File: config.mk
export PLATFORM = sky130hd
export DESIGN_NAME = alu_seq_multiplier
export DESIGN_NICKNAME = d
export VERILOG_FILES = /design/src/rtl/alu_seq_multiplier.sv
export SDC_FILE = /design/constraint.sdc
export NUM_CORES = 1
export LEC_CHECK = 0
export CAP_MARGIN = 20
export CELL_PAD_IN_SITES_DETAIL_PLACEMENT = 0
export CELL_PAD_IN_SITES_GLOBAL_PLACEMENT = 1
export CORE_MARGIN = 2
export CORE_UTILIZATION = 44
export DETAILED_ROUTE_END_ITERATION = 8
export PLACE_DENSITY_LB_ADDON = 0.1
export SKIP_LAST_GASP = 1
export SLEW_MARGIN = 20
export SYNTH_ARGS = -nofsm -noshare
export SYNTH_HDL_FRONTEND = slang
export SYNTH_SLANG_ARGS = --single-unit
File: constraint.sdc
create_clock -name clk -period 3.8 [get_ports clk]
set_input_delay 1.14 -clock clk [delete_from_list [all_inputs] [get_ports clk]]
set_output_delay 1.14 -clock clk [all_outputs]
set_load 0.02 [all_outputs]
File: src/rtl/alu_seq_multiplier.sv
// rtl/alu_seq_multiplier.sv - sequential 4x4 unsigned shift-and-add multiplier
//
// Purpose:
//   Multiplies two unsigned 4-bit operands. One multiplier bit is handled
//   per clock, so every operation takes exactly 4 RUN cycles with no early
//   exit. The 8-bit product is registered and held until the next
//   completion. An overflow flag shows a product that does not fit the
//   4-bit ALU result.
//
// Ports:
//   clk     in   1  rising-edge clock
//   resetN  in   1  synchronous active-low reset
//   start   in   1  multiply request, honoured only in IDLE
//   A       in   4  multiplicand (unsigned)
//   B       in   4  multiplier (unsigned)
//   busy    out  1  high during the 4 RUN cycles
//   done    out  1  one-cycle pulse when P/ovf have just been updated
//   P       out  8  registered product A*B
//   ovf     out  1  registered, high when P[7:4] != 0

module alu_seq_multiplier (
  input  logic       clk,
  input  logic       resetN,
  input  logic       start,
  input  logic [3:0] A,
  input  logic [3:0] B,
  output logic       busy,
  output logic       done,
  output logic [7:0] P,
  output logic       ovf
);

  typedef enum logic [1:0] {
    S_IDLE = 2'd0,
    S_RUN  = 2'd1,
    S_DONE = 2'd2
  } state_t;

  state_t     r_state;
  logic [3:0] r_mcand;
  logic [3:0] r_mplier;
  logic [7:0] r_acc;
  logic [1:0] r_count;
  logic       r_busy;
  logic       r_done;
  logic [7:0] r_p;
  logic       r_ovf;

  // Partial product for the multiplier bit selected by the iteration count.
  logic [7:0] w_addend;
  logic [7:0] w_acc_next;

  always_comb begin
    w_addend = 8'h00;
    if (r_mplier[r_count]) begin
      w_addend = {4'b0000, r_mcand} << r_count;
    end
    // 15*15 = 225 fits in 8 bits, so this sum never wraps.
    w_acc_next = r_acc + w_addend;
  end

  always_ff @(posedge clk) begin
    if (!resetN) begin
      r_state  <= S_IDLE;
      r_mcand  <= 4'h0;
      r_mplier <= 4'h0;
      r_acc    <= 8'h00;
      r_count  <= 2'd0;
      r_busy   <= 1'b0;
      r_done   <= 1'b0;
      r_p      <= 8'h00;
      r_ovf    <= 1'b0;
    end else begin
      case (r_state)
        S_IDLE: begin
          r_done <= 1'b0;
          if (start) begin
            // Operands are captured here only; later changes are ignored.
            r_mcand  <= A;
            r_mplier <= B;
            r_acc    <= 8'h00;
            r_count  <= 2'd0;
            r_busy   <= 1'b1;
            r_state  <= S_RUN;
          end
        end

        S_RUN: begin
          r_acc   <= w_acc_next;
          r_count <= r_count + 2'd1;
          if (r_count == 2'd3) begin
            // Final bit: publish the product on the same edge as the done pulse.
            r_p     <= w_acc_next;
            r_ovf   <= |w_acc_next[7:4];
            r_busy  <= 1'b0;
            r_done  <= 1'b1;
            r_state <= S_DONE;
          end
        end

        S_DONE: begin
          // start is not queued here; a new request must arrive in IDLE.
          r_done  <= 1'b0;
          r_state <= S_IDLE;
        end

        default: begin
          r_busy  <= 1'b0;
          r_done  <= 1'b0;
          r_state <= S_IDLE;
        end
      endcase
    end
  end

  // busy/done come straight from flops that track the state, so they are
  // glitch-free and mutually exclusive.
  assign busy = r_busy;
  assign done = r_done;
  assign P    = r_p;
  assign ovf  = r_ovf;

endmodule

### Word level (Yosys, flattened, before mapping)

Index checks and enable logic that the tools add are counted.

* register bits: 31
* input port bits: 11
* output and inout port bits: 11

* add/subtract/negate cells: 2
* magnitude comparators: 1
* equal/unequal tests: 5
* shift-type cells: 1
* muxes and demuxes: 13
* bitwise gates (word level): 1
* reduce and logical (&&, ||, !) cells: 9

Operators with widths (count)
* $mux W8: 2
* $pmux W8 S2: 1
* $reduce_and A2 Y1: 5
* $add A8 B8 Y8: 1
* $pmux W2 S2: 2
* $shl A4 B2 Y8: 1
* $mux W2: 3
* $eq A2 B2 Y1 const B: 2
* $ne A2 B2 Y1 const B: 2
* $reduce_or A4 Y1: 1
* $lt A2 B3 Y1 const B: 1
* $mux W1: 3
* $pmux W1 S3: 1
* $reduce_and A3 Y1: 1
* $add A2 B1 Y2 const B: 1
* $bmux W1 S2: 1
* $eq A2 B1 Y1 const B: 1
* $logic_not A2 Y1: 1
* $reduce_bool A2 Y1: 1
* $not A1 Y1: 1

### Logic depth before layout (Yosys ltp)

Gate-level depths: netlist of the first run.

* depth in word-level cells: 5
* gate-level depth with buffers: 11
* gate-level depth less buffers: 10

### Worst setup path before layout of the first run

No wires, ideal clock.

* kind: register to register
* start: register r_count[0]
* end: register r_acc[6]
* library setup time: 0.115 ns
* arrival: 2.275 ns
* data required time: 3.685 ns
* setup slack: 1.410 ns
* stages on the path, launching flop included: 9
* buffers on the path: 0
* cells stage by stage: dfxtp_1 mux4_2 and2_1 ha_1 a211oi_1 nor2_1 a211oi_2 o21ai_1 and2_1

* word-level cells in the longest chain between the ends: 5
* elaborated cells on any way between the ends: 6
* those cells by class: 1 x add/sub; 1 x shift; 4 x mux

RTL lines
* start, declared: line 43 `logic [1:0] r_count;`
* start signal, assigned: line 90 `r_count <= r_count + 2'd1;`
* $bmux W1 S2: line 55 `if (r_mplier[r_count]) begin`
* $mux W1 (implied by the code): line 55
* $mux W8 *: line 55
* $add A8 B8 Y8 *: line 59 `w_acc_next = r_acc + w_addend;`
* $pmux W8 S2 *: line 74 `case (r_state)`
* end signal, assigned: line 89 `r_acc <= w_acc_next;`
* end, declared: line 42 `logic [7:0] r_acc;`

Every way passes the cells marked *; elsewhere a longest branch is shown, timed or not. The select of a mux whose other input is x is not followed.
A chain may end at the register's enable or synchronous reset.

### Worst setup path after layout of the first run

Ends and elaborated chain as after synthesis.

==> qor.yml, run 1 <==
outcome:
  status: "complete, no violations"
min_path:
  worstHoldPathType: "flip-flop to flip-flop"
grt:
  grt_max_degree: 21
  grt_overflow: 0
  grt_pass1_wl_mm: 5.706
  antenna_found_initial: 0
  grt_pass1_vias: 1270
  grt_usage_pct: 18.25
worst_setup_path:
  cp-endpoint: "r_acc[6]"
  worst-endpoint-required_ns: 3.98
  path_depth: 8
  cp.arrival_ns: 3.00
  crit_path_start_kind: "flip-flop"
  path_cells: "mux4_2, and2_1, ha_1, a211oi_1, nor2_1, a211oi_2, o21ai_1, and2_1"
  path_max_fanout: 16
  path_delay_family: "compound AO/OA/AOI/OAI gates"
  slowest_delay_ns: 0.60
  cp_slowest_cell: "dfxtp_1"
  reg2reg_depth: 8
  cpMostUsedCell: "and2_1"
  crit_start: "r_count[0]"
  crit_buf_inv: 0
  r2r_start: "r_count[0]"
  crit_path_end_kind: "flip-flop"
  worst_r2r_endpoint: "r_acc[6]"
  reg2reg_slack_ns: 0.98
  critical_path_class: "flip-flop to flip-flop"
placed_design:
  portBuffers: 21
  dpl_worst_slack_ns: 1.040
  hpwlAfterDp_mm: 2.599
  place.gp.congestion: 0.8552
  dpl-instance-area_um2: 1888
route:
  wirelength_mm: 3.458
  routedWlPerCell_um: 13.83
  ant_nets: 0
  via_per_inst: 5.340
  drtIter0Drc: 39
  num_vias: 1335
  remaining_drc_errors: 0
  drtPass1Iterations: 4
layout:
  drive_gt1_share_pct: 6.931
  fillers: 352
  diodes: 0
  mostFrequentLayoutCells: "dfxtp_1 (31), nand2_1 (22), clkdlybuf4s50_1 (21)"
  areaGrowthSynthToFinish_pct: 20.43
  fin_area_um2: 1969
  final_common_cell: "dfxtp_1"
  fin_nets: 221
timing:
  slew_viol_final: 0
  setup_viol_count_final: 0
  fin_ws_ns: 0.9818
  fmax_ghz: 0.3548
  tightest_slew_ns: 0.9021
  skew_ns: 0.007584
  fin_crit_sh_pct: 74.16
  timing.final.crit_period_ns: 2.818
  rsz0062_at_grt: "no"
  setup_tns_ns: 0
  hold-worst-slack_ns: 0.4550
  hold_viol_final: 0
  relSlewSlack_pct: 39.74
clock_network:
  postCtsSetupBuffers: 0
  insertion_delay_ns: 0.29
  cts_tree: "built"
  post_cts_resize_count: 0
  clkSinkCount: 31
  cts_inserted_buffers: 5
  path_clk_slew_ns: 0.07
  h-tree-depth: 2
  clockBufferDepth: 2
  clock-root-buffer: "clkbuf_8"
  holdBufCountCts: 0
yosys:
  yosys_warnings: 0
  ys_seq_elements: 31
  syn_area_um2: 1635
  syn_nets: 198
  syn_inst: 178
  synth_edf_count: 0
  syn_area_per_cell_um2: 9.187
  ys.flop_type: "dfxtp_1"
  ys_seq_area_share_pct: 37.95
  async_flop_share_pct: 0
  ys_types: 42
pwr:
  power.density_nw_per_um2: 335.6
  peakVddDrop_v: 0.0002217
  p_total_uw: 661.0
  p_leak_nw: 0.7817
die:
  io_pins: 22
  die_h_um: 64.97
  initial_utilization_pct: 45.35
  core_area_um2: 3606
  die_w_um: 64.97
  rows: 22
  dieArea_um2: 4220
flow_run:
  max_cap_violations: 0
==> worst min-delay path by stage <==
stage / endpoint / cells after the start / from
after global placement: P[4] / 2 / P[4]
final: P[5] / 2 / P[5]
after global routing: P[5] / 2 / P[5]
after CTS: P[5] / 2 / P[5]
after detailed placement: P[5] / 2 / P[5]
after floorplan: r_acc[0] / 2 / r_acc[0]
==> worst register-to-register path, cell delays in order (launching register included) <==
cell	delay [ns]
dfxtp_1	0.60
mux4_2	0.59
and2_1	0.16
ha_1	0.33
a211oi_1	0.39
nor2_1	0.12
a211oi_2	0.28
o21ai_1	0.08
and2_1	0.16
==> flip-flops by register name (all words and copies together), names as in the netlist <==
name and cells:
r_state 2, ovf 1, P 8, r_acc 8, r_mcand 4, r_mplier 4, done 1, r_count 2
busy 1
==> synthesized netlist by cell type (2+ instances only) <==
| master | n | area (um^2) |
|---|---|---|
| o211a_1 | 4 | 40.04 |
| nand3_1 | 5 | 25.02 |
| o21ai_0 | 8 | 40.04 |
| xnor2_1 | 2 | 17.52 |
| xor2_1 | 2 | 17.52 |
| a21boi_1 | 3 | 22.52 |
| dfxtp_1 | 31 | 620.6 |
| a21boi_0 | 3 | 22.52 |
| o211ai_1 | 2 | 15.01 |
| a221o_1 | 2 | 20.02 |
| nand2_1 | 22 | 82.58 |
| clkbuf_1 | 4 | 15.01 |
| and2_1 | 8 | 50.05 |
| nor3b_1 | 2 | 15.01 |
| ha_1 | 8 | 100.1 |
| a211oi_1 | 2 | 15.01 |
| nand2b_1 | 2 | 12.51 |
| nor2_1 | 4 | 15.01 |
| o21ai_1 | 3 | 15.01 |
| nor2b_1 | 16 | 100.1 |
| buf_2 | 2 | 10.01 |
| mux2i_1 | 9 | 90.09 |
| a22oi_1 | 6 | 45.04 |
| o21a_1 | 2 | 15.01 |
| a21oi_1 | 6 | 30.03 |
| inv_1 | 3 | 11.26 |
| a211oi_2 | 2 | 25.02 |
==> area by class of cell <==
class                      count  area, um^2  area share (%)
clock buffer                   7       76.32           3.875
multi-input combinational    138       978.4           49.68
clock inverter                 1       5.005          0.2541
timing repair buffer          22       217.7           11.05
tap                           48       60.06           3.050
inverter                       3       11.26          0.5718
sequential                    31       620.6           31.51
==> routing by layer <==
metal / track usage (%) / part of all wire, %
met1: 21.65 / 47
met2: 29.38 / 47
met3: 5.382 / 4.1
met4: 10.11 / 1.9
met5: 0 / 0
==> power by group <==
| part | switching [mW] | total (mW) | internal [mW] | leakage (nW) |
|---|---|---|---|---|
| Clock | 0.125 | 0.253 | 0.128 | 0.0422 |
| Sequential | 0.0111 | 0.345 | 0.334 | 0.252 |
| Combinational | 0.0305 | 0.0627 | 0.0322 | 0.488 |
| Total | 0.166 | 0.661 | 0.495 | 0.782 |
==> metrics by stage <==
stage / utilization (%) / cells
2_1_floorplan: - / 178
3_3_place_gp: 52.36 / 242
3_5_place_dp: 52.36 / 242
4_1_cts: 54.61 / 250
5_1_grt: 54.61 / 250
6_report: 54.61 / 250
==> cells by family (layout without fill, tap and decap cells) <==
| kind of cell | count (synthesis) | count (layout) | share of synthesized area, % |
|---|---|---|---|
| and+or+nand+nor | 66 | 66 | 21.88 |
| AOI/OAI and AO/OA | 48 | 48 | 20.89 |
| DFF | 31 | 31 | 37.95 |
| muxes | 11 | 11 | 7.575 |
| adders and majority gates | 9 | 9 | 7.345 |
| buffers and inverters | 9 | 33 | 2.219 |
| xor gates and xnor gates | 4 | 4 | 2.143 |
(Power assumes the default switching activity.)
==> inputs of run 2 (changes only) <==
--- a/config.mk
+++ b/config.mk
@@ -9,7 +9,7 @@
 export CELL_PAD_IN_SITES_DETAIL_PLACEMENT = 0
 export CELL_PAD_IN_SITES_GLOBAL_PLACEMENT = 1
 export CORE_MARGIN = 2
-export CORE_UTILIZATION = 44
+export CORE_UTILIZATION = 37
 export DETAILED_ROUTE_END_ITERATION = 8
 export PLACE_DENSITY_LB_ADDON = 0.1
 export SKIP_LAST_GASP = 1
==> constraint.sdc (replaced) <==
create_clock -name clk -period 2.3 [get_ports clk]
set_input_delay 0.69 -clock clk [delete_from_list [all_inputs] [get_ports clk]]
set_output_delay 0.69 -clock clk [all_outputs]
set_load 0.02 [all_outputs]
==> qor.yml, run 2 (synthesized netlist as in run 1, its figures left out) <==
route:
  wirelength_mm: 3.717  # +7.5%
  via_per_inst: 5.030  # -5.8%
  ant_nets: 0  # unchanged
  remaining_drc_errors: 0  # unchanged
  drtPass1Iterations: 6  # +2
  num_vias: 1338  # +0.22%
  drtIter0Drc: 58  # +49%
  dr_wl_met2_mm: 1.792  # +10%
  wl_met1_mm: 1.750  # +7.6%
  dr_wl_met3_um: 110  # -22%
  maxUsedRoutingLayer: "met4"
  routedWlPerCell_um: 13.97  # +1.0%
timing:
  fin_crit_sh_pct: 101.2  # +27 points
  rsz0062_at_grt: "yes"
  hold_viol_final: 0  # unchanged
  fin_ws_ns: -0.02726  # -1.009 ns
  tightest_slew_ns: 0.7182  # -0.1839 ns
  hold-worst-slack_ns: 0.4571  # +0.002040 ns
  setup_viol_count_final: 1  # +1
  fmax_ghz: 0.4297  # +21%
  skew_ns: 0.008929  # +0.001345 ns
  timing.final.crit_period_ns: 2.327  # -0.4909 ns
  relSlewSlack_pct: 52.02  # +12 points
  slew_viol_final: 0  # unchanged
pwr:
  p_leak_nw: 0.8360  # +7.0%
  power.density_nw_per_um2: 511.7  # +52%
  p_switching_uw: 279.5  # +68%
  peakVddDrop_v: 0.0003495  # +58%
  p_int_uw: 830.0  # +68%
  clkPwrFrac_pct: 37.7  # -0.6 points
  p_comb_share_pct: 11.4  # +1.9 points
  pwr-share-seq_pct: 50.9  # -1.3 points
  switching_share_pct: 25.19  # about the same
worst_setup_path:
  worst_r2r_endpoint: "r_acc[7]"
  reg2reg_slack_ns: -0.03  # -1.01 ns
  slowest_delay_ns: 0.53  # -0.07 ns
  path_depth: 8  # unchanged
  cp_slowest_cell: "mux4_2"
  cp.arrival_ns: 2.56  # -0.44 ns
  crit_start: "r_count[0]"
  critical_path_class: "flip-flop to flip-flop"
  cp-endpoint: "r_acc[7]"
  path_max_fanout: 4  # -12
  r2r_start: "r_count[0]"
  cpMostUsedCell: "o211ai_1"
  path_delay_family: "compound AO/OA/AOI/OAI gates"
  path_cells: "mux4_2, and2_4, ha_4, o211ai_1, o211ai_1, a221o_1, o21ai_1, and2_1"
  crit_path_start_kind: "flip-flop"
  crit_buf_inv: 0  # unchanged
  worst-endpoint-required_ns: 2.53  # -1.45 ns
  reg2reg_depth: 8  # unchanged
  crit_path_end_kind: "flip-flop"
clock_network:
  clockBufferDepth: 2  # unchanged
  h-tree-depth: 2  # unchanged
  clock-root-buffer: "clkbuf_8"
  insertion_delay_ns: 0.28  # about the same
  cts_tree: "built"
  path_clk_slew_ns: 0.07  # about the same
  cts_inserted_buffers: 5  # unchanged
  clkSinkCount: 31  # unchanged
layout:
  fillers: 402  # +14%
  mostFrequentLayoutCells: "dfxtp_1 (29), nand2_1 (22), clkdlybuf4s50_1 (21)"
  fin_nets: 233  # +5.4%
  diodes: 0  # unchanged
  final_cells: 266  # +6.4%
  regArea_um2: 623.1  # +0.40%
  areaGrowthSynthToFinish_pct: 32.59
  multiInputGateArea_um2: 1072  # +9.6%
  drive_gt1_share_pct: 20.09  # +13 points
  final_common_cell: "dfxtp_1"
die:
  initial_utilization_pct: 38.08  # -7.3 points
  dieArea_um2: 4967  # +18%
  core_area_um2: 4294  # +19%
  rows: 24  # +9.1%
  io_pins: 22  # unchanged
  die_h_um: 70.48  # +8.5%
  die_w_um: 70.48  # +8.5%
grt:
  grt_pass1_vias: 1361  # +7.2%
  grt_usage_pct: 16.09  # -2.2 points
  antenna_found_initial: 0  # unchanged
  grt_pass1_wl_mm: 6.320  # +11%
  grt_max_degree: 16  # -24%
  grt_overflow: 0  # unchanged
placed_design:
  place.gp.congestion: 0.8119  # -5.1%
  portBuffers: 21  # unchanged
  dp.cells: 257  # +6.2%
  hpwlAfterDp_mm: 2.878  # +11%
min_path:
  min_path_cells: 2  # unchanged
  min-delay-start: "P[4]"
  worstHoldPathType: "flip-flop to flip-flop"
flow_run:
  max_cap_violations: 0  # unchanged
outcome:
  violations: "setup timing"
  status: "complete, but fails checks"
[run 2: cell count changes in the layout (fill, tap and decap cells not counted), moves of 2 or more]
| cell | change |
|---|---|
| o21ai_0 | -2 |
| and2_4 | +2 |
| buf_4 | +11 |
| and2_1 | -2 |
| dfxtp_2 | +2 |
| dfxtp_1 | -2 |
| ha_4 | +4 |
| ha_1 | -5 |
[run 2: power by group through the flow]
stage	sequential, mW	combinational, mW	clock [mW]
finish	0.565	0.126	0.419
detailed placement	0.577	0.124	0
floorplan	0.577	0.0697	0
global placement	0.576	0.120	0
global route	0.566	0.139	0.457
CTS	0.564	0.124	0.428
[run 2: tightest hold or removal path, cell delays in order, from the launching register on]
cell and delay, ns:
dfxtp_1 0.31, nand2_1 0.05, a21boi_1 0.05
[run 2: routing by layer]
metal	vias to the layer above	global-route usage, %
met5	-	0
met2	18	26.94
met3	7	4.185
met4	0	5.983
li1	705	-
met1	608	19.72
[run 2: how the worst min path moves through the flow]
stage	end	slack [ns]
2_1_floorplan	r_acc[0]	0.49
5_1_grt	P[4]	0.48
6_report	P[4]	0.46
3_5_place_dp	P[4]	0.45
4_1_cts	P[4]	0.46
3_3_place_gp	P[5]	0.44
[run 2: layout make-up]
class	count	area share, %
clock buffer	6	3.347
clock inverter	2	0.5770
inverter	3	0.5193
multi-input combinational	138	49.45
sequential	31	28.74
tap	52	3.001
timing repair buffer	34	14.37
[run 2: timing repair]
action	in CTS	in global routing
hold buffers	0	0
resized for setup	1	16
pin swaps	1	5
endpoints found under the setup margin	4	9
endpoints found under the hold margin	0	0
buffers inserted	0	1
[run 2: stage by stage]
step | total power, mW | area (um^2) | setup WS (ns) | util [%] | TNS [ns]
final | 1.109 | 2168 | -0.02726 | 50.50 | -0.02726
after global routing | 1.162 | 2168 | -0.1318 | 50.50 | -0.5872
after CTS | 1.117 | 2096 | -0.01873 | 48.81 | -0.05774
after detailed placement | 0.7001 | 2007 | -0.03175 | 46.74 | -0.03773
after global placement | 0.6958 | 2007 | 0.01654 | 46.74 | 0
after floorplan | 0.6465 | 1669 | 0.03977 | - | 0
==> variant 1 (config.mk and constraints of run 2) <==
Add an input register stage for `start`, with the module's reset; this delays it by one clock. The other inputs are not delayed to match.
--- a/src/rtl/alu_seq_multiplier.sv
+++ b/src/rtl/alu_seq_multiplier.sv
@@ -37,2 +37,12 @@
   } state_t;
+
+  logic start_q;
+
+  always_ff @(posedge clk) begin
+    if (!resetN) begin
+      start_q <= '0;
+    end else begin
+      start_q <= start;
+    end
+  end
 
@@ -76,3 +86,3 @@
           r_done <= 1'b0;
-          if (start) begin
+          if (start_q) begin
             // Operands are captured here only; later changes are ignored.
Function: changed (Yosys sat finds a counterexample within 4 cycles, from zero or initial values and one cycle with resetN low).
==> variant 1 against run 2 <==
The run still ends with negative setup slack left. Total power grew 0.48%. Routed wire length grew 0.73%. Sequential cell count grew 1. Sequential share of layout area grew 1.0 points. Clock skew shrank 2.2 ps. Global-route usage grew 0.53 points. Setup slack lost 0.76 ps. Area after synthesis grew 1.9%. Cell area shrank 0.35%.
==> variant 1: results (changes against run 2) <==
Worst EP arrival 2570 ps (was 2560 ps); CTS Root Cell clkbuf_8 (unchanged); cells after synthesis 180 (was 178); failing checks negative setup slack (unchanged); Initial DRC Count 83 (was 58); CTS clk-pin slew, worst paths 70 ps (about the same); placed insts 259 (was 257); post-route setup slack -28.0 ps (was -27.3 ps); final setup fails 1 (unchanged); count of cell types in the netlist 41 (was 42); layout cells sized above 1 17.2% (was 20.1%); WL final 3.74 mm (was 3.72 mm); vias per inst 5.24 (was 5.03); Syn Nets 200 (was 198); dpl cell area 0.00204 mm^2 (was 0.00201 mm^2); WHS Endpoint P[5]$_SDFFE_PN0P_ (was P[4]$_SDFFE_PN0P_); clk_skew 6.70 ps (was 8.93 ps); gpl congestion 0.760 (was 0.812); sequential cell fraction of total power 51.8% (was 50.9%); routing usage on met2 28.0% (was 26.9%); Post-Layout Cell Count 267 (was 266); Power Internal 834 uW (was 830 uW); HP Class register to register (unchanged); XOR/XNOR Fraction of Synth Area 2.10% (was 2.14%); dpl ws -37.5 ps (was -31.8 ps); outcome finished with violations (unchanged); Cell Area, Synth 0.00167 mm^2 (was 0.00164 mm^2); P_leak 0.834 nW (was 0.836 nW); measured slew at the worst slew-check pin 764 ps (was 718 ps); top post-synthesis cells by area dfxtp_1 38%, ha_1 6.0%, nor2b_1 6.0%, mux2i_1 5.4%, nand2_1 5.0% (was dfxtp_1 38%, ha_1 6.1%, nor2b_1 6.1%, mux2i_1 5.5%, nand2_1 5.0%); R2R depth 8 (unchanged); first-pass GRT wire length 6.58 mm (was 6.32 mm); largest net degree at the start of global routing 15 (was 16); multiplexer share of the synthesized area 7.43% (was 7.57%); GR met3 Demand/Resource 4.56% (was 4.18%); adder-cell share of the synthesized area 7.21% (was 7.35%); filler instances 408 (was 402); Async S/R FF share, synth 0% (unchanged); critical-path maximum fanout 5 (was 4); Setup TNS Final -28.0 ps (was -27.3 ps); Worst setup endpoint r_acc[7]$_SDFFE_PN0P_ (unchanged); drt pass-1 iters 4 (was 6); Synth Area in Compound Gates 20.5% (was 20.9%); hold_ws 456 ps (was 457 ps); comb pwr 106 uW (was 126 uW); Overall Global Routing Usage 16.6% (was 16.1%); Post-synth top cells 32 x dfxtp_1, 22 x nand2_1, 16 x nor2b_1 (was 31 x dfxtp_1, 22 x nand2_1, 16 x nor2b_1); footprint of the multi-input gates 0.00105 mm^2 (was 0.00107 mm^2); Nets 234 (was 233); met1 global-route usage 19.9% (was 19.7%); Residual DRC 0 (unchanged); Seq/Total Area, Yosys 38.4% (was 37.9%); Peak VDD IR 0.000270 V (was 0.000350 V); switch share 25.2% (about the same); hold path startpoint P[5]$_SDFFE_PN0P_ (was P[4]$_SDFFE_PN0P_); post-DP HPWL 2.88 mm (about the same)
-- variant 1: repair_timing --
item / CTS / global route
pin swaps: 1 / 1
setup endpoints to repair: 4 / 9
gates resized for setup: 2 / 6
-- variant 1: cells by family (layout without fill, tap and decap cells) --
logic type | Yosys count | count (layout)
DFF | 32 | 32
and+or+nand+nor | 67 | 67
AOI/OAI and AO/OA | 48 | 48
adders and majority gates | 9 | 9
xor gates and xnor gates | 4 | 4
muxes | 11 | 11
buffers and inverters | 9 | 44
-- variant 1: area by class of cell --
class / instances / share of cell area [%]
Multi-Input combinational cell: 139 / 48.8
Sequential cell: 32 / 29.8
Timing Repair Buffer: 33 / 13.9
Clock buffer: 5 / 3.18
Tap cell: 52 / 3.01
Clock inverter: 3 / 0.869
Inverter: 3 / 0.521
-- variant 1: per-layer routing --
| layer | routed length [um] | vias up |
|---|---|---|
| met5 | 0 | - |
| li1 | - | 708 |
| met1 | 1700 | 655 |
| met2 | 1830 | 28 |
| met3 | 134 | 9 |
| met4 | 83 | 0 |
==> variant 2 (flow settings as in run 2) <==
Without the edit above. Make the reset (`resetN`) asynchronous in one clocked block. Comments in the files are not updated.
--- a/src/rtl/alu_seq_multiplier.sv
+++ b/src/rtl/alu_seq_multiplier.sv
@@ -61,3 +61,3 @@
 
-  always_ff @(posedge clk) begin
+  always_ff @(posedge clk or negedge resetN) begin
     if (!resetN) begin
Check against the original RTL: differs if resetN is asserted again (counterexample within 4 cycles, from zero or initial values and one cycle with resetN low); with resetN held inactive, the same outputs for 10 cycles.
==> variant 2 against run 2 <==
The flow still finishes with violations (negative setup slack). Die area increased by 0.72%. Cell area up 2.8%. Synthesized cell count is 22% lower. Setup slack worse by 29 ps. Hold slack better by 21 ps. Sequential cell count is the same. Highest routed layer unchanged. Area after synthesis increased by 0.77%. Routed wire length shrank 4.8%.
Power is left out: it rests on default switching activity, and per cell area and clock period it moved more than threefold.
==> variant 2: results (changes against run 2) <==
Nets 202 (was 233); top_reg_cell synth dfrtp_1 (was dfxtp_1); RR Startpoint r_count[0]$_DFFE_PN0P_ (was r_count[0]$_SDFFE_PN0P_); count of cell types in the netlist 40 (was 42); routing usage on met2 25.9% (was 26.9%); final setup fails 2 (was 1); Synth Area in Compound Gates 14.7% (was 20.9%); WL final 3.54 mm (was 3.72 mm); critical-path maximum fanout 5 (was 4); Crit Reg-Reg Endpoint ovf$_DFFE_PN0P_ (was r_acc[7]$_SDFFE_PN0P_); XOR/XNOR Fraction of Synth Area 3.11% (was 2.14%); drt pass-1 iters 4 (was 6); peak per-stage delay on the critical path 530 ps (about the same); met1 global-route usage 18.5% (was 19.7%); clk_skew 4.13 ps (was 8.93 ps); hold path startpoint P[2]$_DFFE_PN0P_ (was P[4]$_SDFFE_PN0P_); failing checks negative setup slack (unchanged); cells after synthesis 139 (was 178); Async S/R FF share, synth 100% (was 0%); largest net degree at the start of global routing 32 (was 16); hold_ws 478 ps (was 457 ps); maximum buffer depth of the clock tree 2 (unchanged); multiplexer share of the synthesized area 14.0% (was 7.57%); Post-synth top cells 31 x dfrtp_1, 11 x nand2_1, 10 x o21ai_0 (was 31 x dfxtp_1, 22 x nand2_1, 16 x nor2b_1); first-pass GRT wire length 5.79 mm (was 6.32 mm); top post-synthesis cells by area dfrtp_1 47%, mux2_4 7.3%, ha_1 6.1%, o21ai_0 3.0%, mux4_2 2.7% (was dfxtp_1 38%, ha_1 6.1%, nor2b_1 6.1%, mux2i_1 5.5%, nand2_1 5.0%); Syn Nets 159 (was 198); vias post-DR 1,223 (was 1,338); routed wl met3 160 um (was 110 um); postcts setup bufs 0 (unchanged); Ys Warns 0 (unchanged); Initial DRC Count 47 (was 58); Critical Path Source r_count[0]$_DFFE_PN0P_ (was r_count[0]$_SDFFE_PN0P_); outcome finished with violations (unchanged); dpl ws -141 ps (was -31.8 ps); GR met3 Demand/Resource 4.13% (was 4.18%); measured slew at the worst slew-check pin 827 ps (was 718 ps); post-route setup slack -56.5 ps (was -27.3 ps); Seq/Total Area, Yosys 47.1% (was 37.9%); layout cells sized above 1 34.4% (was 20.1%); WHS Endpoint P[2]$_DFFE_PN0P_ (was P[4]$_SDFFE_PN0P_); met2 WL 1.73 mm (was 1.79 mm); post-DP HPWL 2.53 mm (was 2.88 mm); vias per inst 5.20 (was 5.03); Overall Global Routing Usage 15.4% (was 16.1%); M1 WL 1.59 mm (was 1.75 mm); dpl cell area 0.00205 mm^2 (was 0.00201 mm^2); adder-cell share of the synthesized area 7.29% (was 7.35%); placed insts 227 (was 257); gpl congestion 0.861 (was 0.812); Worst EP arrival 2510 ps (was 2560 ps)
[variant 2: layout make-up]
class,instances,area [um^2]
Sequential cell,31,777
Clock buffer,8,100
Multi-Input combinational cell,101,923
Tap cell,52,65.1
Inverter,3,11.3
Timing Repair Buffer,40,353
Fill cell,404,2090
[variant 2: worst reg2reg max path, delay by kind of cell, from the launching register on]
kind,cells,cell delay (ps)
flip-flops,1,410
XOR/XNOR,1,280
AO/OA/AOI/OAI,4,600
AND/OR/NAND/NOR,1,170
multiplexers,1,530
adder cells (fa/ha/maj),1,220
[variant 2: metrics by stage]
stage / TNS (ps) / utilization, %
2_1_floorplan: 0 / -
3_3_place_gp: -301 / 47.4
3_5_place_dp: -554 / 47.4
4_1_cts: -27.5 / 50.8
5_1_grt: -615 / 51.6
6_report: -63.1 / 51.6
[variant 2: what timing repair did]
item                       CTS  global route
pin swaps                    7             5
setup endpoints to repair    7             9
resized for setup           10             8
